**src/rtl/pipe_pkg.sv**
```systemverilog
// Shared definitions for the fetch stage of the pipelined MIPS datapath.
//   fetch_state_e : prefetch request FSM (IDLE / REQ / DISCARD)
//   NOP_INSTR     : instruction presented to decode when nothing is valid
//   WORD_ADDR_W   : word-address width (PC[31:2])
package pipe_pkg;

    localparam int unsigned WORD_ADDR_W = 30;
    localparam logic [31:0] NOP_INSTR   = 32'h0000_0000;

    typedef enum logic [1:0] {
        IDLE    = 2'd0,
        REQ     = 2'd1,
        DISCARD = 2'd2
    } fetch_state_e;

endpackage

```
**src/rtl/prefetch_fifo.sv**
```systemverilog
// Synchronous FIFO holding fetched {instruction, PC+1} entries.
// Ports:
//   i_clk, i_rst      clock / asynchronous active-high reset
//   i_push, i_wdata   write one entry (ignored when full)
//   i_pop             drop the head entry (ignored when empty)
//   i_flush           empty the FIFO; overrides push and pop
//   o_empty           no entry present
//   o_head            entry at the read pointer (combinational)
//   o_count           occupancy, 0..DEPTH
module prefetch_fifo
    import pipe_pkg::*;
#(
    parameter int unsigned DEPTH = 4,
    parameter int unsigned WIDTH = 62
) (
    input  logic                     i_clk,
    input  logic                     i_rst,
    input  logic                     i_push,
    input  logic [WIDTH-1:0]         i_wdata,
    input  logic                     i_pop,
    input  logic                     i_flush,
    output logic                     o_empty,
    output logic [WIDTH-1:0]         o_head,
    output logic [$clog2(DEPTH):0]   o_count
);

    localparam int unsigned AW = $clog2(DEPTH);
    localparam logic [AW:0] PTR_ONE = (AW+1)'(1);

    // Pointers carry one extra wrap bit so full and empty are distinguishable.
    logic [AW:0]      wptr_q, wptr_d;
    logic [AW:0]      rptr_q, rptr_d;
    logic [WIDTH-1:0] mem_q [DEPTH];
    logic             full;
    logic             do_push;

    assign o_empty = (wptr_q == rptr_q);
    assign full    = (wptr_q[AW] != rptr_q[AW]) && (wptr_q[AW-1:0] == rptr_q[AW-1:0]);
    assign o_count = wptr_q - rptr_q;
    assign o_head  = mem_q[rptr_q[AW-1:0]];
    assign do_push = i_push && !full && !i_flush;

    always_comb begin
        wptr_d = wptr_q;
        rptr_d = rptr_q;
        if (i_flush) begin
            wptr_d = '0;
            rptr_d = '0;
        end else begin
            if (do_push)            wptr_d = wptr_q + PTR_ONE;
            if (i_pop && !o_empty)  rptr_d = rptr_q + PTR_ONE;
        end
    end

    always_ff @(posedge i_clk or posedge i_rst) begin
        if (i_rst) begin
            wptr_q <= '0;
            rptr_q <= '0;
        end else begin
            wptr_q <= wptr_d;
            rptr_q <= rptr_d;
        end
    end

    always_ff @(posedge i_clk) begin
        if (do_push) mem_q[wptr_q[AW-1:0]] <= i_wdata;
    end

endmodule

```
**src/rtl/instr_prefetch_unit.sv**
```systemverilog
// Instruction prefetch unit: issues word-address fetches over a req/ack
// handshake, buffers returned words with their PC+1 tags and presents the
// head entry to decode. A redirect flushes the buffer and discards any
// response still in flight.
// Ports:
//   i_clk, i_rst                    clock / asynchronous active-high reset
//   o_mem_req, o_mem_addr           fetch request and its word address
//   i_mem_ack, i_mem_data           response strobe and instruction word
//   i_redirect, i_redirect_addr     jump/branch taken and its target
//   i_stall                         decode hold, head is not consumed
//   o_valid, o_instr, o_npc         head entry (NOP / 0 when empty)
//   o_count                         buffer occupancy
// Optional build macro PREFETCH_STATS_EN adds saturating counters
//   o_stat_fetched, o_stat_dropped, o_stat_stall_cyc.
module instr_prefetch_unit
    import pipe_pkg::*;
#(
    parameter int unsigned            DEPTH      = 4,
    parameter int unsigned            ADDR_WIDTH = WORD_ADDR_W,
    parameter int unsigned            DATA_WIDTH = 32,
    parameter logic [ADDR_WIDTH-1:0]  RESET_PC   = '0
) (
    input  logic                      i_clk,
    input  logic                      i_rst,
    output logic                      o_mem_req,
    output logic [ADDR_WIDTH-1:0]     o_mem_addr,
    input  logic                      i_mem_ack,
    input  logic [DATA_WIDTH-1:0]     i_mem_data,
    input  logic                      i_redirect,
    input  logic [ADDR_WIDTH-1:0]     i_redirect_addr,
    input  logic                      i_stall,
    output logic                      o_valid,
    output logic [DATA_WIDTH-1:0]     o_instr,
    output logic [ADDR_WIDTH-1:0]     o_npc,
    output logic [$clog2(DEPTH):0]    o_count
`ifdef PREFETCH_STATS_EN
   ,output logic [31:0]               o_stat_fetched,
    output logic [31:0]               o_stat_dropped,
    output logic [31:0]               o_stat_stall_cyc
`endif
);

    localparam int unsigned           CNT_W    = $clog2(DEPTH) + 1;
    localparam logic [CNT_W-1:0]      DEPTH_C  = CNT_W'(DEPTH);
    localparam logic [CNT_W-1:0]      CNT_ONE  = CNT_W'(1);
    localparam logic [ADDR_WIDTH-1:0] ADDR_ONE = ADDR_WIDTH'(1);

    fetch_state_e                     state_q, state_d;
    logic [ADDR_WIDTH-1:0]            fetch_pc_q, fetch_pc_d;
    logic [ADDR_WIDTH-1:0]            mem_addr_q, mem_addr_d;
    logic [ADDR_WIDTH-1:0]            next_pc;
    logic                             push, pop;
    logic                             fifo_empty;
    logic [DATA_WIDTH+ADDR_WIDTH-1:0] fifo_head;
    logic [CNT_W-1:0]                 fifo_count;
    logic [CNT_W-1:0]                 count_after;

    assign next_pc     = fetch_pc_q + ADDR_ONE;
    assign pop         = !fifo_empty && !i_stall && !i_redirect;
    assign count_after = fifo_count + CNT_ONE - CNT_W'(pop);

    always_comb begin
        state_d    = state_q;
        fetch_pc_d = fetch_pc_q;
        mem_addr_d = mem_addr_q;
        push       = 1'b0;
        unique case (state_q)
            IDLE: begin
                if (i_redirect) begin
                    fetch_pc_d = i_redirect_addr;
                end else if (fifo_count < DEPTH_C) begin
                    state_d    = REQ;
                    mem_addr_d = fetch_pc_q;
                end
            end
            REQ: begin
                if (i_redirect) begin
                    fetch_pc_d = i_redirect_addr;
                    state_d    = i_mem_ack ? IDLE : DISCARD;
                end else if (i_mem_ack) begin
                    push       = 1'b1;
                    fetch_pc_d = next_pc;
                    // Chain the next request only if this cycle's push/pop leaves room.
                    if (count_after < DEPTH_C) begin
                        mem_addr_d = next_pc;
                    end else begin
                        state_d = IDLE;
                    end
                end
            end
            DISCARD: begin
                // Address stays on the abandoned request until its ack drains.
                if (i_redirect) fetch_pc_d = i_redirect_addr;
                if (i_mem_ack)  state_d    = IDLE;
            end
            default: state_d = IDLE;
        endcase
    end

    always_ff @(posedge i_clk or posedge i_rst) begin
        if (i_rst) begin
            state_q    <= IDLE;
            fetch_pc_q <= RESET_PC;
            mem_addr_q <= '0;
        end else begin
            state_q    <= state_d;
            fetch_pc_q <= fetch_pc_d;
            mem_addr_q <= mem_addr_d;
        end
    end

    prefetch_fifo #(
        .DEPTH (DEPTH),
        .WIDTH (DATA_WIDTH + ADDR_WIDTH)
    ) u_fifo (
        .i_clk   (i_clk),
        .i_rst   (i_rst),
        .i_push  (push),
        .i_wdata ({i_mem_data, next_pc}),
        .i_pop   (pop),
        .i_flush (i_redirect),
        .o_empty (fifo_empty),
        .o_head  (fifo_head),
        .o_count (fifo_count)
    );

    assign o_mem_req  = (state_q != IDLE);
    assign o_mem_addr = mem_addr_q;
    assign o_valid    = !fifo_empty;
    assign o_instr    = fifo_empty ? DATA_WIDTH'(NOP_INSTR)
                                   : fifo_head[DATA_WIDTH+ADDR_WIDTH-1:ADDR_WIDTH];
    assign o_npc      = fifo_empty ? '0 : fifo_head[ADDR_WIDTH-1:0];
    assign o_count    = fifo_count;

`ifdef PREFETCH_STATS_EN
    logic [31:0] stat_fetched_q, stat_dropped_q, stat_stall_q;
    logic        ack_drop;

    assign ack_drop = i_mem_ack && (((state_q == REQ) && i_redirect) || (state_q == DISCARD));

    always_ff @(posedge i_clk or posedge i_rst) begin
        if (i_rst) begin
            stat_fetched_q <= '0;
            stat_dropped_q <= '0;
            stat_stall_q   <= '0;
        end else begin
            if (push && (stat_fetched_q != '1))            stat_fetched_q <= stat_fetched_q + 32'd1;
            if (ack_drop && (stat_dropped_q != '1))        stat_dropped_q <= stat_dropped_q + 32'd1;
            if (i_stall && o_valid && (stat_stall_q != '1)) stat_stall_q  <= stat_stall_q + 32'd1;
        end
    end

    assign o_stat_fetched   = stat_fetched_q;
    assign o_stat_dropped   = stat_dropped_q;
    assign o_stat_stall_cyc = stat_stall_q;
`endif

endmodule

```
**config.mk**
```make
export PLATFORM = sky130hd
export DESIGN_NAME = instr_prefetch_unit
export DESIGN_NICKNAME = d
export VERILOG_FILES = /design/src/rtl/pipe_pkg.sv /design/src/rtl/prefetch_fifo.sv /design/src/rtl/instr_prefetch_unit.sv
export SDC_FILE = /design/constraint.sdc
export NUM_CORES = 1
export LEC_CHECK = 0
export BUFFER_PORTS_ARGS = -buffer_cell sky130_fd_sc_hd__buf_2
export CAP_MARGIN = 15
export CORE_ASPECT_RATIO = 1.25
export CORE_MARGIN = 2
export CORE_UTILIZATION = 36
export CTS_CLUSTER_DIAMETER = 150
export DETAILED_ROUTE_END_ITERATION = 10
export PLACE_DENSITY = 0.5
export SLEW_MARGIN = 20
export SYNTH_ARGS = -nofsm -noshare
export SYNTH_HDL_FRONTEND = slang
export SYNTH_SLANG_ARGS = --single-unit
```
**constraint.sdc**
```tcl
create_clock -name i_clk -period 5.3 [get_ports i_clk]
set_clock_uncertainty 0.2 [all_clocks]
set_input_delay 0.53 -clock i_clk [delete_from_list [all_inputs] [get_ports i_clk]]
set_output_delay 0.53 -clock i_clk [all_outputs]
set_load 0.02 [all_outputs]
```
## Word-level counts from Yosys, hierarchy flattened

Memory sizes are Yosys's and may differ from the RTL's.
Index checks and enable logic that the tools add are counted.

- Bits in registers: 68
- RAM bits: 248
- Bits of input ports: 67
- Output and inout bits: 97
- Word-level logic and storage cells: 77
- Memories kept: 1

- Add/sub/neg operators: 6
- Magnitude comparators: 2
- Equal/unequal tests: 14
- Mux-type cells: 29
- Reduce and logical (&&, ||, !) cells: 20

Memory list:

| name | words | bits a word | read ports | clocked after memory_dff | write ports | line | text |
|---|---|---|---|---|---|---|---|
| u_fifo.mem_q | 4 | 62 | 1 | 0 | 1 | prefetch_fifo.sv:33 | `logic [WIDTH-1:0] mem_q [DEPTH];` |

Operator list:

| kind | number |
|---|---|
| 2-to-1 mux 30 bit | 9 |
| case mux 30 bit (2 select lines) | 2 |
| 2-to-1 mux 32 bit | 1 |
| adder 30 x 1 -> 30 bit (second input constant) | 1 |
| 2-to-1 mux 2 bit | 7 |
| 2-to-1 mux 3 bit | 4 |
| != test 2 bit (second input constant) | 6 |
| nonzero test 2 bit | 5 |
| adder 3 x 1 -> 3 bit (second input constant) | 3 |
| logical AND 1 bit | 6 |
| less-than comparator 3 bit (second input constant) | 2 |
| != test 3 bit (second input constant) | 2 |
| case mux 2 bit (3 select lines) | 1 |
| AND reduction 6 bit | 1 |
| 2-to-1 mux 1 bit | 5 |
| AND reduction 5 bit | 1 |
| zero test 1 bit | 4 |
| == test 3 bit | 1 |
| AND reduction 3 bit | 1 |
| subtractor 3 x 1 -> 3 bit | 1 |
| subtractor 3 bit | 1 |
| == test 2 x 1 -> 1 bit (second input constant) | 1 |
| == test 2 bit | 1 |
| == test 2 bit (second input constant) | 1 |
| 4 further kinds | 4 |

## Depth between registers and ports, before layout

- Depth after elaboration: 10
- Depth in mapped cells: 9
- Gate-level depth less buffers: 7

## Hierarchy

From an unflattened synthesis, not the netlist that was laid out.

- Cell total of the unflattened synthesis: 928
- Area, all modules: 13830.8 µm²

Modules (own cells, without submodules):

| module | instances | cells an instance | area an instance (µm²) | seq. area each (µm²) |
|---|---|---|---|---|
| prefetch_fifo | 1 | 389 | 9500.4 | 7597.3 |
| instr_prefetch_unit | 1 | 539 | 4330.4 | 1551.5 |

## Least setup slack after synthesis

No wires, ideal clock.

- Path kind: reg-to-reg
- From: register u_fifo.rptr_q[1]
- To: memory u_fifo.mem_q[3][0] (enable)
- Setup time: 0.428 ns
- Arrival: 3.295 ns
- Data required time: 4.672 ns
- Path slack: 1.377 ns
- Cell stages (with the launch flop): 8
- Buffers on the path: 2
- Period minus slack after synthesis: 3.923 ns
- Path through: dfrtp_1 clkbuf_1 clkbuf_1 inv_1 ha_1 nand2_1 o2111a_1 and2_1

- Cells in the longest elaborated chain, start to end: 7

Ends and longest elaborated chain:

| item | line | text |
|---|---|---|
| start: declaration | prefetch_fifo.sv:32 | `logic [AW:0] rptr_q, rptr_d;` |
| start signal: assignment | prefetch_fifo.sv:61 | `rptr_q <= rptr_d;` |
| == test 2 bit | prefetch_fifo.sv:38 | `assign full = (wptr_q[AW] != rptr_q[AW]) && (wptr_q[AW-1:0] == rptr_q[AW-1:0]);` |
| logical AND 1 bit | prefetch_fifo.sv:38 |  |
| zero test 1 bit | prefetch_fifo.sv:41 | `assign do_push = i_push && !full && !i_flush;` |
| logical AND 1 bit (2 in a row) | prefetch_fifo.sv:41 |  |
| 2-to-1 mux 1 bit | prefetch_fifo.sv:66 | `if (do_push) mem_q[wptr_q[AW-1:0]] <= i_wdata;` |
| 2-to-1 mux 1 bit (not written as such) | prefetch_fifo.sv:66 |  |
| end: declaration | prefetch_fifo.sv:33 |  |

Every way passes these cells.

## Final worst setup path

- From: register u_fifo.rptr_q[0]
- To: output port o_npc[21]

- Cells in the longest elaborated chain, start to end: 2
- Elaborated cells on any way between the ends: 3
- Classes of those cells: eq/ne: 1; mux: 1; memory: 1

Ends and longest elaborated chain:

| item | line | text |
|---|---|---|
| memory (4 x 62 bit) / == test 3 bit (equally long branches) | - |  |
| 2-to-1 mux 30 bit (*) | instr_prefetch_unit.sv:132 | `assign o_npc = fifo_empty ? '0 : fifo_head[ADDR_WIDTH-1:0];` |
| end: declaration | instr_prefetch_unit.sv:34 | `output logic [ADDR_WIDTH-1:0] o_npc,` |

Mark *: on every way between the ends. The rest lies on a longest branch, timed or not.

==> summary.txt <==
Status
  • Status: complete, no violations

Die
  • Initial Utilization: 0.3639
  • CORE AREA: 38,040 um2
  • Ports: 164
  • Core Rows: 80
  • Die Wd: 179.4 um
  • Die height: 223.2 um
  • Die area: 40,040 um2

Critical path
  • Startpoint Class: flip-flop
  • Slowest CP cell: dfrtp_4
  • CP cell instances: ha_1, nand2_1, nor2b_4, buf_4, nor2b_1, buf_2
  • Crit end category: output pin
  • Critical path type: reg -> out
  • CP peak stage delay: 640 ps
  • CP startpoint: u_fifo.rptr_q[0]$_DFFE_PP0P_
  • CP required: 4570 ps
  • Family with the most delay on the worst path: simple AND/OR/NAND/NOR gates
  • Crit path DAT: 3170 ps
  • Reg-to-reg startpoint: u_fifo.rptr_q[0]$_DFFE_PP0P_
  • CP max FO: 46
  • Crit path buf inv count: 2

Global route
  • GR Util met3: 0.02761
  • GRT overflow: 0
  • Largest net degree at the start of global routing: 69
  • First-pass GRT wire length: 49,460 um
  • Met2 global-route usage: 0.2785
  • Initial antenna violation count: 0
  • Vias in the first global route: 8,058
  • GRT Overall Usage: 0.1661
  • GRT busiest layer: met2
  • Met1 usage: 0.2237

Placed design
  • DP HPWL: 20,250 um
  • # port buffers: 163
  • Placer Congestion: 0.8021

Hold path
  • Min-delay src: i_mem_data[1]
  • Worst hold path class: in -> reg

Yosys
  • Netlist cell types: 51
  • Syn_nets: 957
  • EDFF count, synth: 248
  • Synth top area share: 0.5381
  • Synth warnings: 0
  • Post-synthesis sequential area ratio: 0.6610
  • Synth area leaders: edfxtp_1 54%, dfrtp_1 12%, mux4_2 10%, nor2b_1 2.9%, xnor2_1 2.7%
  • Post-synth top area cell: edfxtp_1
  • Synth Area per Inst: 15.71 um2
  • Post-Syn Area: 13,840 um2
  • Post-synth top flop: edfxtp_1
  • Post-Synthesis Cells: 881
  • Asr flop ratio synth: 0.2152
  • Seq cells post-synth: 316

Cells and area
  • Layout cell share with drive strength beyond 1: 0.3024
  • Area grow syn2layout: 17.75%
  • Filler Cell Count: 3,542
  • Antenna diodes: 0
  • Fin nets: 1,118

Clocking
  • Sink Count: 316
  • CTS tree: built
  • Root buffer cell: clkbuf_16
  • Cts bufs inserted: 35
  • Clock tree buffer depth: 3
  • Setup bufs post-CTS: 0
  • Hold-fix buffers, CTS: 21
  • CTS H-tree lvls: 2
  • Clock Pin Slew Worst Setup and Hold Paths: 60 ps
  • Worst-Skew Late Latency: 530 ps
  • Cts repair resizes: 0

Routing
  • Final WL: 32,670 um
  • Post-route ant nets: 0
  • Average wire per standard cell: 20.94 um
  • Vias: 7,923
  • DRC: 0
  • Starting DRT DRC Count: 434
  • Drt first pass iters: 6
  • Vias per cell: 5.079

Pwr
  • Worst vdd ir: 0.2485 mV
  • Tot Pwr: 7.441 mW
  • Lkg Pwr: 5.745 nW
  • Power Dens Cells: 456.6 nW/um2

STA
  • Final worst-path cycle share: 0.7352
  • Final hold violation count: 0
  • Rel. slew slack: 0.3038
  • RSZ-0062 raised after global routing: false
  • Fmax: 256.6 MHz
  • Final min period: 3897 ps
  • Slew at the pin closest to its max-slew limit: 1044 ps
  • Final Slew Violations: 0
  • Setup violators final: 0
  • Post-route setup TNS: 0 ps

Run
  • Max_cap viols: 0
[final timing paths]
| check | to | slack, ps | depth (start not counted) |
|---|---|---|---|
| setup / recovery | o_npc[21] | 1400 | 6 |
| hold / removal | u_fifo.mem_q[0][31]$_DFFE_PP_ | 30 | 1 |
| setup reg to reg | o_mem_addr[25]$_DFFE_PP0P_ | 1810 | 7 |
| hold reg to reg | o_mem_addr[13]$_DFFE_PP0P_ | 280 | 1 |
| max in group asynchronous | u_fifo.rptr_q[0]$_DFFE_PP0P_ | 4080 | 3 |
| min in group asynchronous | fetch_pc_q[27]$_DFFE_PP0P_ | 90 | 3 |
[per-stage QoR]
step | instance area, um2 | hold slack (ps) | instances | util | setup slack [ps]
after CTS | 16300 | 1.448 | 1560 | 0.4285 | 1255
after floorplan | 13840 | 315.6 | 881 | - | 1377
after global routing | 16300 | 12.42 | 1560 | 0.4285 | 1166
final | 16300 | 31.87 | 1560 | 0.4285 | 1403
after detailed placement | 15070 | 273.1 | 1476 | 0.3961 | 1783
after global placement | 15070 | 276.7 | 1476 | 0.3961 | 1827
[layout make-up]
cell class              instances  area (um2)  area share
well taps                     492       615.6     0.03777
inverters                      11       41.29    0.002533
flip-flops and latches        316        9154      0.5616
clock buffers                  48       945.9     0.05804
multi-input cells             485        4373      0.2683
clock inverters                15       75.07    0.004606
repair buffers                193        1094     0.06710
[cells in the mapped netlist (7+ instances only)]
cell type  instances
and2_1            12
ha_1               8
dfrtp_1           68
a2bb2oi_1          8
mux2_2            29
xor2_1            17
o22ai_1           11
a32oi_1            7
inv_1             11
nand2_1           44
buf_2             20
a21oi_1           24
o21ai_0           20
clkbuf_1          38
nor2_1            29
xnor2_1           43
mux4_2            62
edfxtp_1         248
nand3_1           28
nand4_1           20
nor2b_1           65
[state kept, by name, indices dropped and copies added (netlist names)]
name           cells
fetch_pc_q        30
o_mem_addr        30
state_q            2
u_fifo.mem_q     248
u_fifo.rptr_q      3
u_fifo.wptr_q      3
[layer usage]
layer  vias to the layer above  wire length (um)
met3                        43              1516
li1                       3676                 -
met1                      4014             14100
met4                         0               642
met5                         -                 0
met2                       190             16410
[placed cells by master (no fill, tap or decap), types with 3 or more instances in the layout]
cell	n
mux4_2	62
buf_2	163
nor2_1	29
clkinv_1	12
nor4_1	3
nand2_1	44
mux2_2	29
ha_1	8
and2_1	8
dlygate4sd3_1	21
inv_1	10
and2_4	4
a22oi_1	4
o21ai_0	20
buf_4	9
a2bb2oi_1	8
xor2_1	17
and4_1	6
or4_1	6
nor4_4	4
a32oi_1	7
a31oi_1	4
dfrtp_1	66
xnor2_1	43
o22ai_1	11
clkbuf_1	12
nor3_1	6
nand3_1	28
nor2b_1	63
nand4_1	20
a21oi_1	24
edfxtp_1	248
and3_1	3
clkbuf_16	36
[where the power goes]
part	total (mW)	internal [mW]	switching, mW
logic	1.97	0.788	1.18
clock network	2.22	1.25	0.967
registers	3.25	2.99	0.265
[logic make-up after synthesis]
kind of cell | synth area share
compound gates | 0.03987
xor+xnor | 0.04032
fa+ha+maj | 0.008679
buf+inv | 0.02622
flops | 0.6610
mux | 0.1267
simple gates | 0.09718
No activity file was read; power rests on OpenSTA's default activity.
